<file path="src/rtl/mc_ctrl_pkg.sv">
// Shared encodings for the multi-cycle datapath controller: states, opcodes,
// mux/ALU codes and the packed control word driven onto the datapath.
package mc_ctrl_pkg;

  localparam int unsigned STATE_W  = 4;
  localparam int unsigned OPCODE_W = 6;
  localparam int unsigned WAIT_W   = 8;

  typedef enum logic [STATE_W-1:0] {
    ST_FETCH  = 4'd0,
    ST_DECODE = 4'd1,
    ST_MEMADR = 4'd2,
    ST_MEMRD  = 4'd3,
    ST_MEMWB  = 4'd4,
    ST_MEMWR  = 4'd5,
    ST_EXEC   = 4'd6,
    ST_ALUWB  = 4'd7,
    ST_BRANCH = 4'd8,
    ST_ADDIEX = 4'd9,
    ST_ADDIWB = 4'd10,
    ST_JUMP   = 4'd11,
    ST_ERROR  = 4'd15
  } state_e;

  localparam logic [OPCODE_W-1:0] OP_RTYPE = 6'b000000;
  localparam logic [OPCODE_W-1:0] OP_LW    = 6'b100011;
  localparam logic [OPCODE_W-1:0] OP_SW    = 6'b101011;
  localparam logic [OPCODE_W-1:0] OP_BEQ   = 6'b000100;
  localparam logic [OPCODE_W-1:0] OP_ADDI  = 6'b001000;
  localparam logic [OPCODE_W-1:0] OP_J     = 6'b000010;

  localparam logic [1:0] ALUOP_ADD   = 2'b00;
  localparam logic [1:0] ALUOP_SUB   = 2'b01;
  localparam logic [1:0] ALUOP_FUNCT = 2'b10;

  localparam logic [1:0] SRCB_REG      = 2'b00;
  localparam logic [1:0] SRCB_FOUR     = 2'b01;
  localparam logic [1:0] SRCB_IMM      = 2'b10;
  localparam logic [1:0] SRCB_IMM_SHL2 = 2'b11;

  localparam logic [1:0] PCSRC_ALU    = 2'b00;
  localparam logic [1:0] PCSRC_ALUOUT = 2'b01;
  localparam logic [1:0] PCSRC_JUMP   = 2'b10;

  typedef struct packed {
    logic       pc_write;
    logic       pc_write_cond;
    logic       ir_write;
    logic       reg_write;
    logic       mem_read;
    logic       mem_write;
    logic       iord;
    logic       alu_src_a;
    logic       reg_dst;
    logic       mem_to_reg;
    logic [1:0] alu_src_b;
    logic [1:0] alu_op;
    logic [1:0] pc_source;
    logic       instr_done;
  } ctrl_t;

  // States that wait on mem_ready and are therefore guarded by the timer.
  function automatic logic is_wait_state(input state_e s);
    return (s == ST_FETCH) || (s == ST_MEMRD) || (s == ST_MEMWR);
  endfunction

endpackage

</file>
<file path="src/rtl/mc_wait_timer.sv">
// Saturating mem_ready wait counter with timeout compare.
module mc_wait_timer
  import mc_ctrl_pkg::*;
#(
  parameter int unsigned TIMEOUT_CYCLES = 255
) (
  input  logic clk,
  input  logic rst_n,
  input  logic clr_i,
  input  logic active_i,
  input  logic mem_ready_i,
  output logic timeout_c_o
);

  localparam logic [WAIT_W-1:0] LIMIT = WAIT_W'(TIMEOUT_CYCLES);

  logic [WAIT_W-1:0] cnt_q, cnt_d;

  always_comb begin
    cnt_d = cnt_q;
    if (clr_i) begin
      cnt_d = '0;
    end else if (active_i && !mem_ready_i && (cnt_q != '1)) begin
      cnt_d = cnt_q + WAIT_W'(1);
    end
  end

  always_ff @(posedge clk or negedge rst_n) begin
    if (!rst_n) cnt_q <= '0;
    else        cnt_q <= cnt_d;
  end

  // A ready on the limit cycle still wins, so the compare is gated by it.
  assign timeout_c_o = (TIMEOUT_CYCLES != 0) && active_i && !mem_ready_i && (cnt_q == LIMIT);

endmodule

</file>
<file path="src/rtl/multi_cycle_control.sv">
// Moore control FSM for a multi-cycle MIPS-style datapath with sticky fault
// reporting for illegal opcodes and memory bus timeouts.
module multi_cycle_control
  import mc_ctrl_pkg::*;
#(
  parameter int unsigned TIMEOUT_CYCLES = 255
) (
  input  logic                clk,
  input  logic                rst,
  input  logic [OPCODE_W-1:0] opcode,
  input  logic                mem_ready,
  output logic                pc_write,
  output logic                pc_write_cond,
  output logic                ir_write,
  output logic                reg_write,
  output logic                mem_read,
  output logic                mem_write,
  output logic                iord,
  output logic                alu_src_a,
  output logic                reg_dst,
  output logic                mem_to_reg,
  output logic [1:0]          alu_src_b,
  output logic [1:0]          alu_op,
  output logic [1:0]          pc_source,
  output logic [STATE_W-1:0]  state,
  output logic                instr_done,
  output logic                illegal_instr,
  output logic                bus_error
);

  state_e state_q, state_d;
  logic   illegal_q, illegal_d;
  logic   bus_err_q, bus_err_d;
  logic   timeout;
  ctrl_t  ctrl;

  mc_wait_timer #(.TIMEOUT_CYCLES(TIMEOUT_CYCLES)) u_wait_timer (
    .clk         (clk),
    .rst_n       (rst),
    .clr_i       (state_d != state_q),
    .active_i    (is_wait_state(state_q)),
    .mem_ready_i (mem_ready),
    .timeout_c_o (timeout)
  );

  always_ff @(posedge clk or negedge rst) begin
    if (!rst) begin
      state_q   <= ST_FETCH;
      illegal_q <= 1'b0;
      bus_err_q <= 1'b0;
    end else begin
      state_q   <= state_d;
      illegal_q <= illegal_d;
      bus_err_q <= bus_err_d;
    end
  end

  always_comb begin
    state_d   = state_q;
    illegal_d = illegal_q;
    bus_err_d = bus_err_q;
    case (state_q)
      ST_FETCH: begin
        if (mem_ready)    state_d = ST_DECODE;
        else if (timeout) begin state_d = ST_ERROR; bus_err_d = 1'b1; end
      end
      ST_DECODE: begin
        case (opcode)
          OP_RTYPE:     state_d = ST_EXEC;
          OP_LW, OP_SW: state_d = ST_MEMADR;
          OP_BEQ:       state_d = ST_BRANCH;
          OP_ADDI:      state_d = ST_ADDIEX;
          OP_J:         state_d = ST_JUMP;
          default:      begin state_d = ST_ERROR; illegal_d = 1'b1; end
        endcase
      end
      ST_MEMADR: begin
        if (opcode == OP_LW)      state_d = ST_MEMRD;
        else if (opcode == OP_SW) state_d = ST_MEMWR;
        else                      begin state_d = ST_ERROR; illegal_d = 1'b1; end
      end
      ST_MEMRD: begin
        if (mem_ready)    state_d = ST_MEMWB;
        else if (timeout) begin state_d = ST_ERROR; bus_err_d = 1'b1; end
      end
      ST_MEMWR: begin
        if (mem_ready)    state_d = ST_FETCH;
        else if (timeout) begin state_d = ST_ERROR; bus_err_d = 1'b1; end
      end
      ST_MEMWB:  state_d = ST_FETCH;
      ST_EXEC:   state_d = ST_ALUWB;
      ST_ALUWB:  state_d = ST_FETCH;
      ST_BRANCH: state_d = ST_FETCH;
      ST_ADDIEX: state_d = ST_ADDIWB;
      ST_ADDIWB: state_d = ST_FETCH;
      ST_JUMP:   state_d = ST_FETCH;
      ST_ERROR:  state_d = ST_ERROR;
      default:   state_d = ST_FETCH;
    endcase
  end

  // Control word per state; enables are forced off while reset is held.
  always_comb begin
    ctrl = '0;
    case (state_q)
      ST_FETCH: begin
        ctrl.mem_read  = 1'b1;
        ctrl.alu_src_b = SRCB_FOUR;
        ctrl.alu_op    = ALUOP_ADD;
        ctrl.pc_source = PCSRC_ALU;
        ctrl.ir_write  = mem_ready;
        ctrl.pc_write  = mem_ready;
      end
      ST_DECODE: begin
        ctrl.alu_src_b = SRCB_IMM_SHL2;
        ctrl.alu_op    = ALUOP_ADD;
      end
      ST_MEMADR: begin
        ctrl.alu_src_a = 1'b1;
        ctrl.alu_src_b = SRCB_IMM;
        ctrl.alu_op    = ALUOP_ADD;
      end
      ST_MEMRD: begin
        ctrl.mem_read = 1'b1;
        ctrl.iord     = 1'b1;
      end
      ST_MEMWB: begin
        ctrl.mem_to_reg = 1'b1;
        ctrl.reg_write  = 1'b1;
        ctrl.instr_done = 1'b1;
      end
      ST_MEMWR: begin
        ctrl.mem_write  = 1'b1;
        ctrl.iord       = 1'b1;
        ctrl.instr_done = mem_ready;
      end
      ST_EXEC: begin
        ctrl.alu_src_a = 1'b1;
        ctrl.alu_src_b = SRCB_REG;
        ctrl.alu_op    = ALUOP_FUNCT;
      end
      ST_ALUWB: begin
        ctrl.reg_dst    = 1'b1;
        ctrl.reg_write  = 1'b1;
        ctrl.instr_done = 1'b1;
      end
      ST_BRANCH: begin
        ctrl.alu_src_a     = 1'b1;
        ctrl.alu_src_b     = SRCB_REG;
        ctrl.alu_op        = ALUOP_SUB;
        ctrl.pc_source     = PCSRC_ALUOUT;
        ctrl.pc_write_cond = 1'b1;
        ctrl.instr_done    = 1'b1;
      end
      ST_ADDIEX: begin
        ctrl.alu_src_a = 1'b1;
        ctrl.alu_src_b = SRCB_IMM;
        ctrl.alu_op    = ALUOP_ADD;
      end
      ST_ADDIWB: begin
        ctrl.reg_write  = 1'b1;
        ctrl.instr_done = 1'b1;
      end
      ST_JUMP: begin
        ctrl.pc_source  = PCSRC_JUMP;
        ctrl.pc_write   = 1'b1;
        ctrl.instr_done = 1'b1;
      end
      default: ctrl = '0;
    endcase
    if (!rst) begin
      ctrl.pc_write      = 1'b0;
      ctrl.pc_write_cond = 1'b0;
      ctrl.ir_write      = 1'b0;
      ctrl.reg_write     = 1'b0;
      ctrl.mem_read      = 1'b0;
      ctrl.mem_write     = 1'b0;
      ctrl.instr_done    = 1'b0;
    end
  end

  assign pc_write      = ctrl.pc_write;
  assign pc_write_cond = ctrl.pc_write_cond;
  assign ir_write      = ctrl.ir_write;
  assign reg_write     = ctrl.reg_write;
  assign mem_read      = ctrl.mem_read;
  assign mem_write     = ctrl.mem_write;
  assign iord          = ctrl.iord;
  assign alu_src_a     = ctrl.alu_src_a;
  assign reg_dst       = ctrl.reg_dst;
  assign mem_to_reg    = ctrl.mem_to_reg;
  assign alu_src_b     = ctrl.alu_src_b;
  assign alu_op        = ctrl.alu_op;
  assign pc_source     = ctrl.pc_source;
  assign instr_done    = ctrl.instr_done;
  assign state         = state_q;
  assign illegal_instr = illegal_q;
  assign bus_error     = bus_err_q;

endmodule

</file>
<file path="config.mk">
export PLATFORM = sky130hd
export DESIGN_NAME = multi_cycle_control
export DESIGN_NICKNAME = d
export VERILOG_FILES = /design/src/rtl/mc_ctrl_pkg.sv /design/src/rtl/mc_wait_timer.sv /design/src/rtl/multi_cycle_control.sv
export SDC_FILE = /design/constraint.sdc
export NUM_CORES = 1
export LEC_CHECK = 0
export CORE_UTILIZATION = 50
export DETAILED_ROUTE_END_ITERATION = 7
export GPL_TIMING_DRIVEN = 1
export PLACE_DENSITY = 0.8
export SLEW_MARGIN = 20
export SYNTH_ARGS = -nofsm -noshare
export SYNTH_HDL_FRONTEND = slang
export SYNTH_SLANG_ARGS = --single-unit
</file>
<file path="constraint.sdc">
create_clock -name clk -period 2.3 [get_ports clk]
set_input_delay 0.46 -clock clk [delete_from_list [all_inputs] [get_ports clk]]
set_output_delay 0.46 -clock clk [all_outputs]
set_load 0.01 [all_outputs]
</file>
==> reports/results.env <==
POST_SYNTH_XOR_AREA_FRACTION_PCT=6.284
REPORT.POWER.TOTAL_mW=2.263
FF_LATCH_AREA_SQ_UM=354.1
SETUP.WORST_PATH.CLASS='reg2out'
FINAL_MAX_SLEW_VIOL_COUNT=0
PLACE.PORT_BUFFERS=31
CTS_HOLD_BUFFERS=0
LARGEST_FANOUT_OF_ANY_NET_ON_THE_CRITICAL_PATH=19
SYN_NETS=176
YS.FLOP_TYPE='sky130_fd_sc_hd__dfrtp_1'
CRIT_ARRIVAL_NS=1.79
WORST-PATH-BUF-INV=2
INSERTEDDIODECOUNT=0
HP-CLASS='reg2reg'
FINAL_HOLD_VIOL_COUNT=0
NUMBER_OF_FILLER_CELLS_PLACED_IN_THE_LAYOUT=175
CLOCK.FMAX_MHz=443.8
DRC=0
DETAIL_ROUTE.WL_PER_CELL_UM=17.04
SYNTHESIZED_AREA_PER_CELL_SQ_UM=8.397
PLACEMENT_ROWS=18
LEAKAGEPOWER_nW=0.9001
NUMBER_OF_ITERATIONS_IN_THE_FIRST_DETAILED_ROUTING_PASS=4
GRT_MAX_DEGREE=20
DETAIL_ROUTE.ITER0.VIOLATIONS=49
ROUTED-VIA-COUNT=1554
MAX_SLEW_MARGIN_PCT=67.72
TIMING.FINAL.SETUP_VIOLATIONS=0
TOT_GR_TRACK_USE_PCT=29.30
CRITPATHMAXSTAGEDELAY_NS=0.57
SYNTH.TOP_CELLS.BY_AREA='sky130_fd_sc_hd__dfrtp_1 (25%), sky130_fd_sc_hd__xnor2_1 (6.3%), sky130_fd_sc_hd__nor3_1 (4.7%), sky130_fd_sc_hd__nor4_1 (3.6%), sky130_fd_sc_hd__nor2_1 (3.5%)'
SYNTH_ASYNC_SR_FLOP_SHARE_PCT=100.0
YS_SEQ_AREA_SHARE_PCT=25.13
SYNTH_ENABLE_FLOP_CELLS=0
MAPPEDNETLISTAREA_SQ_MM=0.001394
AREA_DELTA_SYNTH_FINAL_PCT=44.88
CRITPATHTOPFAMILY='buffers and inverters'
TIMING.MAX_CAP.VIOLATIONS=0
WORST_SETUP_SKEW_AFTER_LAYOUT_NS=0.002769
SYNTH.FF_LATCH_COUNT=14
POST_ROUTE_CELLS_DRIVE_ABOVE_1_SHARE_PCT=28.96
TRITONCTS='built'
FINAL.MIN_CLOCK_PERIOD_NS=2.254
NETS=232
DIE-AREA_SQ_MM=0.003003
FIN_SETUP_TNS_NS=0
SYNTHESIS.INSTANCES=166
MAX-VDD-IR-DROP_V=0.0009345
SYNTH.AREA.MUX_SHARE_PCT=1.436
CTS_BUFFER_COUNT=3
SETUP_WS_NS=0.04648
NUMBER_OF_ANTENNA_VIOLATIONS_AT_THE_FIRST_CHECK_IN_GLOBAL_ROUTING=0
SYNTHESIS.YOSYS.WARNINGS=0
DRT-TOTAL-WL_UM=4278
HTREE_NUM_LEVELS=1
SYNTH_TOP_FAMILY_BY_AREA='simple AND/OR/NAND/NOR gates'
DP_WORST_SETUP_SLACK_NS=-0.1618
GRT_PASS1_VIAS=1355
POST_SYNTH_NUM_CELL_TYPES=57
ENDPOINT_REQUIRED_TIME_ON_THE_CRITICAL_PATH_NS=1.84
GLOBAL_ROUTE_WIRE_LENGTH_BEFORE_REPAIR_UM=6196
CP-END-KIND='primary output'
CLOCK_PATH_BUFFERS=2
VIAS_PER_CELL=6.191
CLOCK_TREE_ROOT='sky130_fd_sc_hd__clkbuf_4'
POWER.DENSITY_CELL_AREA_mW_PER_MM2=1121
TIMING_WORST_SLEW_PIN_VALUE_NS=0.4842
HPWLAFTERDP_UM=2921
FINAL_MIN_PERIOD_OVER_CLOCK_PERIOD_PCT=97.98
AREA_SHARE_OF_AND_OR_NAND_NOR_CELLS_AFTER_SYNTHESIS_PCT=36.71
POST_SYNTH_FA_HA_MAJ_AREA_FRACTION_PCT=1.616
IO_PINS=32
SETUP.WORST_PATH.START_CLASS='register'
OUTCOME='completed'
SYNTH_LARGEST_AREA_CELL='sky130_fd_sc_hd__dfrtp_1'
ROUTABILITYCONGESTION=0.8871
AREA_SHARE_OF_THE_LEADING_CELL_TYPE_IN_THE_SYNTHESIZED_NETLIST_PCT=25.13
CRITICAL_PATH.CELL_CHAIN='buf_12 > nand2_1 > nor2_1 > clkdlybuf4s50_1'
INSERTION_DELAY_NS=0.29
DIEHEIGHT_UM=54.80
CLOCK_SINK_COUNT=14
DIE_W_UM=54.80
DETAIL-ROUTE-ANTENNA-NETS=0
GR_OVERFLOW_TOTAL=0
SYNTH_COMPOUND_GATE_AREA_SHARE_PCT=23.61
MULTI_INPUT_AREA_SQ_MM=0.001003
CORE-AREA_SQ_MM=0.002545
CTS.REPORTEDPATHS.CLKPINSLEW_NS=0.08
START_UTIL_PCT=54.77
CP_SLOWEST_CELL='sky130_fd_sc_hd__clkdlybuf4s50_1'
## state kept, by name, indices dropped and copies added (netlist names)
register	count
bus_error	1
illegal_instr	1
u_wait_timer.cnt_q	8
state	4
## final cells by class
class | count | area share (%)
Clock buffer | 4 | 1.797
Multi-Input combinational cell | 137 | 49.69
Inverter | 3 | 0.5576
Tap cell | 30 | 1.859
Sequential cell | 14 | 17.53
Timing Repair Buffer | 63 | 28.56
## power by group
group / total, mW / switching (mW) / internal (mW)
Sequential: 0.357 / 0.0650 / 0.292
Combinational: 1.72 / 0.923 / 0.801
Clock: 0.182 / 0.0857 / 0.0965
Total: 2.26 / 1.07 / 1.19
## Yosys cell counts (all sizes together) (2+ instances only)
cell    instances
mux2i           2
nor2           14
clkbuf          4
nand2          12
nor2b           3
buf             8
inv             3
o22ai           2
a22oi           2
nand3           8
nor4b           2
nor3           13
or4b            2
o21ai           8
a21oi           7
and4            2
o211ai          3
a21o            3
o21bai          2
nand2b          5
nand4           2
nor4           10
o31ai           3
and3            4
dfrtp          14
xnor2          10
## final timing paths
path	startpoint	cells past startpoint	end	slack, ns
max in group asynchronous	rst	4	state[3]	1.40
min in group asynchronous	rst	3	u_wait_timer.cnt_q[7]	0.62
hold / removal	bus_error	1	bus_error	0.49
hold reg to reg	bus_error	1	bus_error	0.49
setup / recovery	state[1]	4	pc_source[1]	0.05
setup reg to reg	state[2]	7	u_wait_timer.cnt_q[6]	0.13
## through the flow
stage / hold slack, ns / cells / area, sq um / utilization (%)
3_5_place_dp: 0.4691 / 239 / 1873 / 73.60
4_1_cts: 0.4894 / 248 / 1964 / 77.19
3_3_place_gp: 0.4506 / 239 / 1873 / 73.60
6_report: 0.4898 / 251 / 2019 / 79.35
5_1_grt: 0.5067 / 251 / 2019 / 79.35
2_1_floorplan: 0.1644 / 166 / 1394 / -
## cell families (layout without fill, tap and decap cells)
group / count (synthesis) / after routing
AND/OR/NAND/NOR: 83 / 83
AO/OA/AOI/OAI: 40 / 40
buffers and inverters: 15 / 70
flip-flops: 14 / 14
XOR/XNOR: 10 / 10
adder cells (fa/ha/maj): 2 / 2
multiplexers: 2 / 2
## layer usage
metal / vias up / wire length, um / track usage, %
met3: 13 / 135 / 3.611
met1: 757 / 1800 / 36.12
met2: 45 / 2211 / 50.40
met4: 0 / 129 / 12.82
li1: 739 / - / -
met5: - / 0 / 0
## cell usage in the layout, fill, tap and decap left out, types with 2 or more instances in the layout
cell / n
sky130_fd_sc_hd__nor4_1: 7
sky130_fd_sc_hd__nor2b_2: 2
sky130_fd_sc_hd__nand4_1: 2
sky130_fd_sc_hd__o21bai_1: 2
sky130_fd_sc_hd__a21oi_1: 6
sky130_fd_sc_hd__mux2i_1: 2
sky130_fd_sc_hd__nand3_1: 8
sky130_fd_sc_hd__dfrtp_1: 11
sky130_fd_sc_hd__nor2_2: 2
sky130_fd_sc_hd__xnor2_1: 10
sky130_fd_sc_hd__buf_4: 31
sky130_fd_sc_hd__dlygate4sd2_1: 4
sky130_fd_sc_hd__o211ai_1: 3
sky130_fd_sc_hd__nand2b_1: 5
sky130_fd_sc_hd__nor2_1: 12
sky130_fd_sc_hd__and3_1: 3
sky130_fd_sc_hd__inv_1: 3
sky130_fd_sc_hd__clkdlybuf4s50_1: 18
sky130_fd_sc_hd__nor3_1: 11
sky130_fd_sc_hd__nor4b_4: 2
sky130_fd_sc_hd__clkbuf_4: 3
sky130_fd_sc_hd__dlymetal6s2s_1: 7
sky130_fd_sc_hd__dfrtp_2: 3
sky130_fd_sc_hd__o31ai_1: 3
sky130_fd_sc_hd__o21ai_0: 6
sky130_fd_sc_hd__nor4_2: 3
sky130_fd_sc_hd__nand2_1: 11
sky130_fd_sc_hd__a21o_1: 2
## timing repair
item,CTS,global route
pin swaps,1,2
buffers inserted,5,3
cloned,0,0
endpoints found under the setup margin,10,6
gates resized for setup,12,14
Note: power is estimated with default switching activity, not from simulation.
